===== config.mk =====
export PLATFORM = sky130hd
export DESIGN_NAME = dual_fetch_queue
export DESIGN_NICKNAME = d
export VERILOG_FILES = /design/src/rtl/dual_fetch_queue.sv
export SDC_FILE = /design/constraint.sdc
export NUM_CORES = 1
export LEC_CHECK = 0
export CORE_UTILIZATION = 62
export DETAILED_ROUTE_END_ITERATION = 6
export DONT_BUFFER_PORTS = 1
export PLACE_DENSITY = 0.78
export RECOVER_POWER = 25
export SLEW_MARGIN = 10
export SYNTH_ARGS = -nofsm -noshare
export SYNTH_HDL_FRONTEND = slang
export SYNTH_SLANG_ARGS = --single-unit

===== constraint.sdc =====
create_clock -name clk -period 6.1 [get_ports clk]
set_input_delay 0.61 -clock clk [delete_from_list [all_inputs] [get_ports clk]]
set_output_delay 0.61 -clock clk [all_outputs]
set_load 0.01 [all_outputs]

===== src/rtl/dual_fetch_queue.sv =====
// Sequential instruction fetcher feeding a circular issue queue. The queue presents its two
// oldest words, retires up to two per cycle and supports flush/redirect of the fetch stream.
module dual_fetch_queue #(
   parameter int unsigned       DEPTH    = 8,
   parameter int unsigned       ADDR_W   = 10,
   parameter logic [ADDR_W-1:0] RESET_PC = '0,
   parameter logic [31:0]       NOP      = 32'h00000013
) (
   input  logic                      clk,
   input  logic                      n_rst,
   output logic                      imem_req,
   output logic [ADDR_W-1:0]         imem_addr,
   input  logic                      imem_valid,
   input  logic [31:0]               imem_rdata,
   input  logic                      freeze1,
   input  logic                      freeze2,
   input  logic                      flush,
   input  logic [ADDR_W-1:0]         flush_pc,
   output logic [31:0]               instruction0,
   output logic [31:0]               instruction1,
   output logic                      nothing_filled,
   output logic [$clog2(DEPTH):0]    count
);

   localparam int unsigned    PTR_W   = $clog2(DEPTH);
   localparam int unsigned    CNT_W   = PTR_W + 1;
   localparam logic [CNT_W:0] DEPTH_L = (CNT_W + 1)'(DEPTH);

   typedef enum logic {RUN, HALT} state_t;

   state_t            state;
   logic [31:0]       queue_mem [DEPTH];
   logic [PTR_W-1:0]  head;
   logic [PTR_W-1:0]  tail;
   logic [PTR_W-1:0]  head_nx1;
   logic [CNT_W-1:0]  cnt;
   logic [CNT_W-1:0]  outstanding;
   logic [CNT_W-1:0]  drop;
   logic [CNT_W-1:0]  n_issue;
   logic [ADDR_W-1:0] pc;
   logic              live_ret;
   logic              push;
   logic              end_mark;

   // Requested slots clamped to what is actually in the queue.
   function automatic logic [CNT_W-1:0] issue_count(input logic f1, input logic f2,
                                                    input logic [CNT_W-1:0] avail);
      logic [CNT_W-1:0] want;
      want = f1 ? '0 : (f2 ? CNT_W'(1) : CNT_W'(2));
      return (want > avail) ? avail : want;
   endfunction

   assign n_issue  = issue_count(freeze1, freeze2, cnt);
   // Returns that are neither stale (drop) nor past the end marker (HALT).
   assign live_ret = imem_valid && (drop == '0) && (state == RUN);
   assign push     = live_ret && (imem_rdata != 32'h0);
   assign end_mark = live_ret && (imem_rdata == 32'h0);

   // Credit counts in-flight words so every return is guaranteed a free slot.
   assign imem_req  = n_rst && (state == RUN) && !flush &&
                      (({1'b0, cnt} + {1'b0, outstanding}) < DEPTH_L);
   assign imem_addr = pc;

   assign head_nx1       = head + PTR_W'(1);
   assign count          = cnt;
   assign nothing_filled = (cnt == '0);
   assign instruction0   = (cnt != '0)         ? queue_mem[head]     : NOP;
   assign instruction1   = (cnt >= CNT_W'(2))  ? queue_mem[head_nx1] : NOP;

   always_ff @(posedge clk or negedge n_rst) begin
      if (!n_rst) begin
         head        <= '0;
         tail        <= '0;
         cnt         <= '0;
         outstanding <= '0;
         drop        <= '0;
         pc          <= RESET_PC;
         state       <= RUN;
      end else begin
         outstanding <= outstanding + CNT_W'(imem_req) - CNT_W'(imem_valid);
         if (flush) begin
            head  <= '0;
            tail  <= '0;
            cnt   <= '0;
            pc    <= flush_pc;
            state <= RUN;
            // Everything still owed by memory belongs to the abandoned stream.
            drop  <= outstanding - CNT_W'(imem_valid);
         end else begin
            head <= head + n_issue[PTR_W-1:0];
            cnt  <= cnt - n_issue + CNT_W'(push);
            if (push)
               tail <= tail + PTR_W'(1);
            if (imem_req)
               pc <= pc + ADDR_W'(1);
            if (imem_valid && (drop != '0))
               drop <= drop - CNT_W'(1);
            if (end_mark)
               state <= HALT;
         end
      end
   end

   always_ff @(posedge clk) begin
      if (push && !flush)
         queue_mem[tail] <= imem_rdata;
   end

endmodule


; ---- Word-level counts from Yosys, hierarchy flattened
; Memories as Yosys holds them, arrays and structs flattened.
; Index checks and enable logic that the tools add are counted.
[word_totals]
output_inout_bits = 80
mem_bits_rw = 256
n_memories = 1
register_bits = 29
[op_classes]
n_reduce_logical = 20
n_lt_le_gt_ge = 3
bitwise = 1
addsub = 11
muxes = 17
[mem_list]
columns = memory, words, width, rd, rd_ports_with_merged_regs, wr, line
row1 = queue_mem, 8, 32, 2, 0, 1, 32  ; logic [31:0] queue_mem [DEPTH];
[op_table]
columns = operator, n
row1 = 2-to-1 mux 32 bit, 2
row2 = zero test 32 bit, 1
row3 = nonzero test 32 bit, 1
row4 = 2-to-1 mux 10 bit, 2
row5 = 2-to-1 mux 4 bit, 4
row6 = adder 10 x 1 -> 10 bit (second input constant), 1
row7 = logical AND 1 bit, 9
row8 = 2-to-1 mux 3 bit, 3
row9 = adder 4 x 1 -> 4 bit, 2
row10 = zero test 4 bit, 2
row11 = nonzero test 2 bit, 4
row12 = nonzero test 4 bit, 2
row13 = subtractor 4 x 1 -> 4 bit, 2
row14 = adder 3 x 1 -> 3 bit (second input constant), 2
row15 = adder 4 x 4 -> 5 bit, 1
row16 = less-than comparator 5 x 4 -> 1 bit (second input constant), 1
row17 = greater-or-equal comparator 4 x 2 -> 1 bit (second input constant), 1
row18 = greater-than comparator 2 x 4 -> 1 bit, 1
row19 = 2-to-1 mux 1 bit, 4
row20 = 2-to-1 mux 2 bit, 2
row21 = subtractor 4 x 1 -> 4 bit (second input constant), 1
row22 = subtractor 4 bit, 1
row23 = adder 3 bit, 1
row24 = zero test 1 bit, 1
row25 = NOT 1 bit, 1

; ---- Depth between registers and ports, before layout
[logic_depth]
depth_word = 7
mapped_depth = 13
mapped_depth_nobuf = 13

; ---- Least setup slack after synthesis
; OpenSTA, ideal clock, no wires.
[synth_path]
kind = flip-flop to flip-flop
start = register drop[0]
end = memory queue_mem[1][0], enable pin
arrival_ns = 4.392
setup_slack_ns = 1.206
stages_incl_launch_ff = 8
setup_ns = 0.501
synth_period_minus_slack_ns = 4.894
cell_sequence = dfrtp_1 > inv_1 > ha_1 > and4bb_1 > and2_1 > a21boi_2 > inv_2 > nor4_1
[synth_via]
elab_chain_len = 7
[synth_lines]
columns = item, line
row1 = from (decl), 38  ; logic [CNT_W-1:0] drop;
row2 = from (signal assigned), 88  ; drop <= outstanding - CNT_W'(imem_valid);
row3 = from (signal assigned), 97  ; drop <= drop - CNT_W'(1);
row4 = zero test 4 bit, 55  ; assign live_ret = imem_valid && (drop == '0) && (state == RUN);
row5 = logical AND 1 bit (2 in a row), 55
row6 = logical AND 1 bit, 56  ; assign push = live_ret && (imem_rdata != 32'h0);
row7 = logical AND 1 bit, 105  ; if (push && !flush)
row8 = 2-to-1 mux 1 bit, 105
row9 = 2-to-1 mux 1 bit (not written as such), 106  ; queue_mem[tail] <= imem_rdata;
row10 = to (decl), 32
; Every way passes these cells.

; ---- Final worst setup path
[layout_path]
start = register head[0]
end = output instruction1[13]
[layout_via]
elab_chain_len = 3
[layout_lines]
columns = item, line
row1 = from (decl), 33  ; logic [PTR_W-1:0] head;
row2 = from (signal assigned), 90  ; head <= head + n_issue[PTR_W-1:0];
row3 = adder 3 x 1 -> 3 bit, 64  ; assign head_nx1 = head + PTR_W'(1);
row4 = memory read (8 x 32 bit), -
row5 = 2-to-1 mux 32 bit, 68  ; assign instruction1 = (cnt >= CNT_W'(2)) ? queue_mem[head_nx1] : NOP;
row6 = to (decl), 20  ; output logic [31:0] instruction1,
; Every way passes these cells.

==> results.md <==
- Final worst hold slack: 0.1221 ns
- Area used by multi-input combinational logic: 5086 um2
- Net count of the mapped netlist: 892
- Maximum operating frequency: 0.2211 GHz
- Die Wd: 151.0 um
- GRT Max-Usage Layer: met2
- Synthesized area: 13,770 um2
- Post-route ant nets: 0
- Placer Congestion: 0.8152
- Clock tree from TritonCTS: yes
- Distinct cells, synth: 46
- P per Cell Area: 449.9 nW/um2
- Ys async rst share: 10.18%
- Final HPWL from detailed placement: 18,800 um
- Sum of negative setup slack: 0 ns
- Max-cap violations: 0
- Number of antenna diodes: 0
- Req. time, crit path: 5.49 ns
- Number of global-route vias before repair: 8,355
- Leakage power summed over all cells: 4.902 nW
- Synthesized flop and latch total: 285
- H-tree lvl count: 1
- Routed WL: 31,240 um
- Start point of the critical path: head[0]
- Final hold viol count: 0
- Cell count after placement: 1,062
- Max Slew Vio Count: 0
- Final critical-path required period: 4.523 ns
- Warnings, synthesis: 0
- GR Util met3: 6.476%
- Sequential area share after synthesis: 61.11%
- Total cell area at the placement stage: 14,060 um2
- CTS sink cnt: 285
- Gr usage total: 28.62%
- Layout-stage area growth over the synthesis result: 9.597%
- Critical hold path startpoint: flush
- Transition time at the pin with the least slew margin: 1.085 ns
- Die footprint: 22,800 um2
- Filler-free cell count of the finished design: 1,119
- Maximum buffer depth of the clock tree: 3
- Boundary Pins: 128
- Overall die height: 151.0 um
- Congestion Overflow GR: 0
- Count of nets after finishing: 891
- Worst setup path class: reg2out
- Max IR drop VDD: 0.2879 mV
- Fraction of final layout cells with drive strength greater than 1: 25.27%
- Storage cell area: 8422 um2
- Endpoint type of the worst setup path: output port
- Inserted Clock Buffers: 30
- Met2 track demand over resource in global routing: 47.98%
- Origin of the critical flop-to-flop path: head[0]
- Drt drc: 0
- Leading register cell type out of synthesis: edfxtp_1
- Antenna violations before repair: 0
- Post-route clock skew: 0.01532 ns
- Post-synthesis cell count: 817
- Arrival time worst endpoint: 3.91 ns
- M1 GR Usage: 37.61%
- Class of the worst hold path: in2reg
- Final-report setup violation count: 0
- Count of standard-cell rows: 54
- Number of filler cells placed in the layout: 1,385
- Iteration count of the initial detailed-routing pass: 6
- Post-CTS clock slew at the launch and capture registers of the worst setup and hold paths: 0.06 ns
- Largest net degree at the start of global routing: 70
- Period Utilization, post-route: 74.15%
- Maximum fanout along the worst path: 62
- Run status: complete, no violations
- Mean routed wirelength per cell: 27.91 um
- Number of enable-type register cells in the synthesized netlist: 256
- Startpoint Class: register
- Source-to-sink clock delay at the later pin of the worst-skew pair: 0.56 ns
- Via-to-Cell Ratio: 7.031
- Effective utilization at floorplan: 63.08%
- Port bufs: 0
- Unrepaired setup endpoints after global routing: false
- Post-cts gate resize count: 0
- Initial DRC Count: 658
- Placeable core region: 21,820 um2
- Clock tree root buffer cell: clkbuf_16
- Via total after detailed routing: 7,868
- Syn Area/Cell: 16.85 um2
- Global-route wire length before repair: 47,780 um
- Post-CTS repair timing setup buffer count: 0
- Layout Cell Area excl Fill: 15,090 um2
- Relative max-transition margin: 27.06%
[synthesized netlist by cell type (all sizes together) (3+ instances only)]
library cell / n / share of area [%]
inv: 21 / 0.57
mux2: 3 / 0.25
or3: 4 / 0.18
and3: 4 / 0.18
xnor2: 7 / 0.45
a31oi: 6 / 0.27
edfxtp: 256 / 56
a211o: 4 / 0.25
o21ai: 10 / 0.36
mux2i: 35 / 2.5
nand2b: 4 / 0.18
fa: 3 / 0.44
buf: 31 / 1.3
xor2: 6 / 0.38
dfrtp: 29 / 5.3
nor2: 42 / 1.1
clkbuf: 21 / 0.57
nand3: 10 / 0.36
mux4: 128 / 21
and4: 4 / 0.25
nand4: 4 / 0.18
a21oi: 33 / 1.2
ha: 24 / 2.2
nand2: 80 / 2.2
nor4: 16 / 0.77
nor2b: 10 / 0.45
[cell type report]
class / instances / area share, %
Tap cell: 280 / 2.322
Inverter: 21 / 0.5224
Clock inverter: 21 / 1.509
Sequential cell: 285 / 55.82
Clock buffer: 34 / 5.075
Timing Repair Buffer: 19 / 1.045
Multi-Input combinational cell: 459 / 33.71
[per-layer routing]
metal,up-vias,part of all wire (%),wire [um]
li1,3283,-,-
met1,4112,37,11590
met2,409,51,15820
met3,64,9.8,3053
met4,0,2.5,770
met5,-,0,0
[cells in the final DEF (no fill, tap or decap), types with 5 or more instances in the layout]
cell type,instances
a21oi_1,33
a31oi_1,6
buf_4,17
clkbuf_16,30
clkinv_1,7
clkinv_2,7
dfrtp_1,26
edfxtp_1,256
ha_1,23
inv_1,20
mux2i_1,35
mux4_2,128
nand2_1,80
nand3_1,10
nor2_1,42
nor2b_1,10
nor4_1,9
nor4_2,7
o21ai_0,10
xnor2_1,6
xor2_1,5
[power breakdown]
part | leakage [nW] | total (mW) | internal [mW] | switching, mW
clock | 0.485 | 1.81 | 1.07 | 0.737
sequential | 2.65 | 2.41 | 2.21 | 0.199
combinational | 1.77 | 2.57 | 1.13 | 1.44
total | 4.90 | 6.79 | 4.41 | 2.37
[logic make-up (layout without fill, tap and decap cells)]
family | Yosys count | after routing | synth area share (%)
flops | 285 | 285 | 61.11
simple gates | 188 | 188 | 6.434
mux | 166 | 166 | 23.73
buf+inv | 73 | 95 | 2.454
compound gates | 65 | 65 | 2.827
fa+ha+maj | 27 | 27 | 2.617
xor+xnor | 13 | 13 | 0.8271
[what timing repair did]
item,CTS,global route
endpoints found under the hold margin,29,0
endpoints found under the setup margin,0,0
hold buffers,2,0
[final timing paths]
path / endpoint / slack, ns / cells past startpoint
hold / removal: state / 0.12 / 1
setup reg to reg: head[2] / 2.69 / 6
max in group asynchronous: head[1] / 5.39 / 2
min in group asynchronous: head[0] / 0.53 / 2
hold reg to reg: state / 0.54 / 2
setup / recovery: instruction1[13] / 1.58 / 5
[critical path: stages (launching register included)]
cell and delay [ns]:
dfrtp_4 1.06, ha_2 1.03, buf_4 0.50, mux4_2 0.27, nand2_1 0.05, a21oi_1 0.36
[registers in the layout (all words and copies together) (netlist names)]
name,cells
state,1
count,4
drop,4
head,3
tail,3
imem_addr,10
queue_mem,256
outstanding,4
[through the flow]
| stage | setup slack [ns] | power [mW] | utilization, % |
|---|---|---|---|
| floorplan | 1.206 | 4.467 | - |
| global placement | 2.159 | 4.941 | 64.45 |
| detailed placement | 2.137 | 5.026 | 64.45 |
| CTS | 1.533 | 6.843 | 69.14 |
| global route | 1.277 | 7.133 | 69.14 |
| finish | 1.577 | 6.788 | 69.14 |
Power figures use the tool's default switching activity.
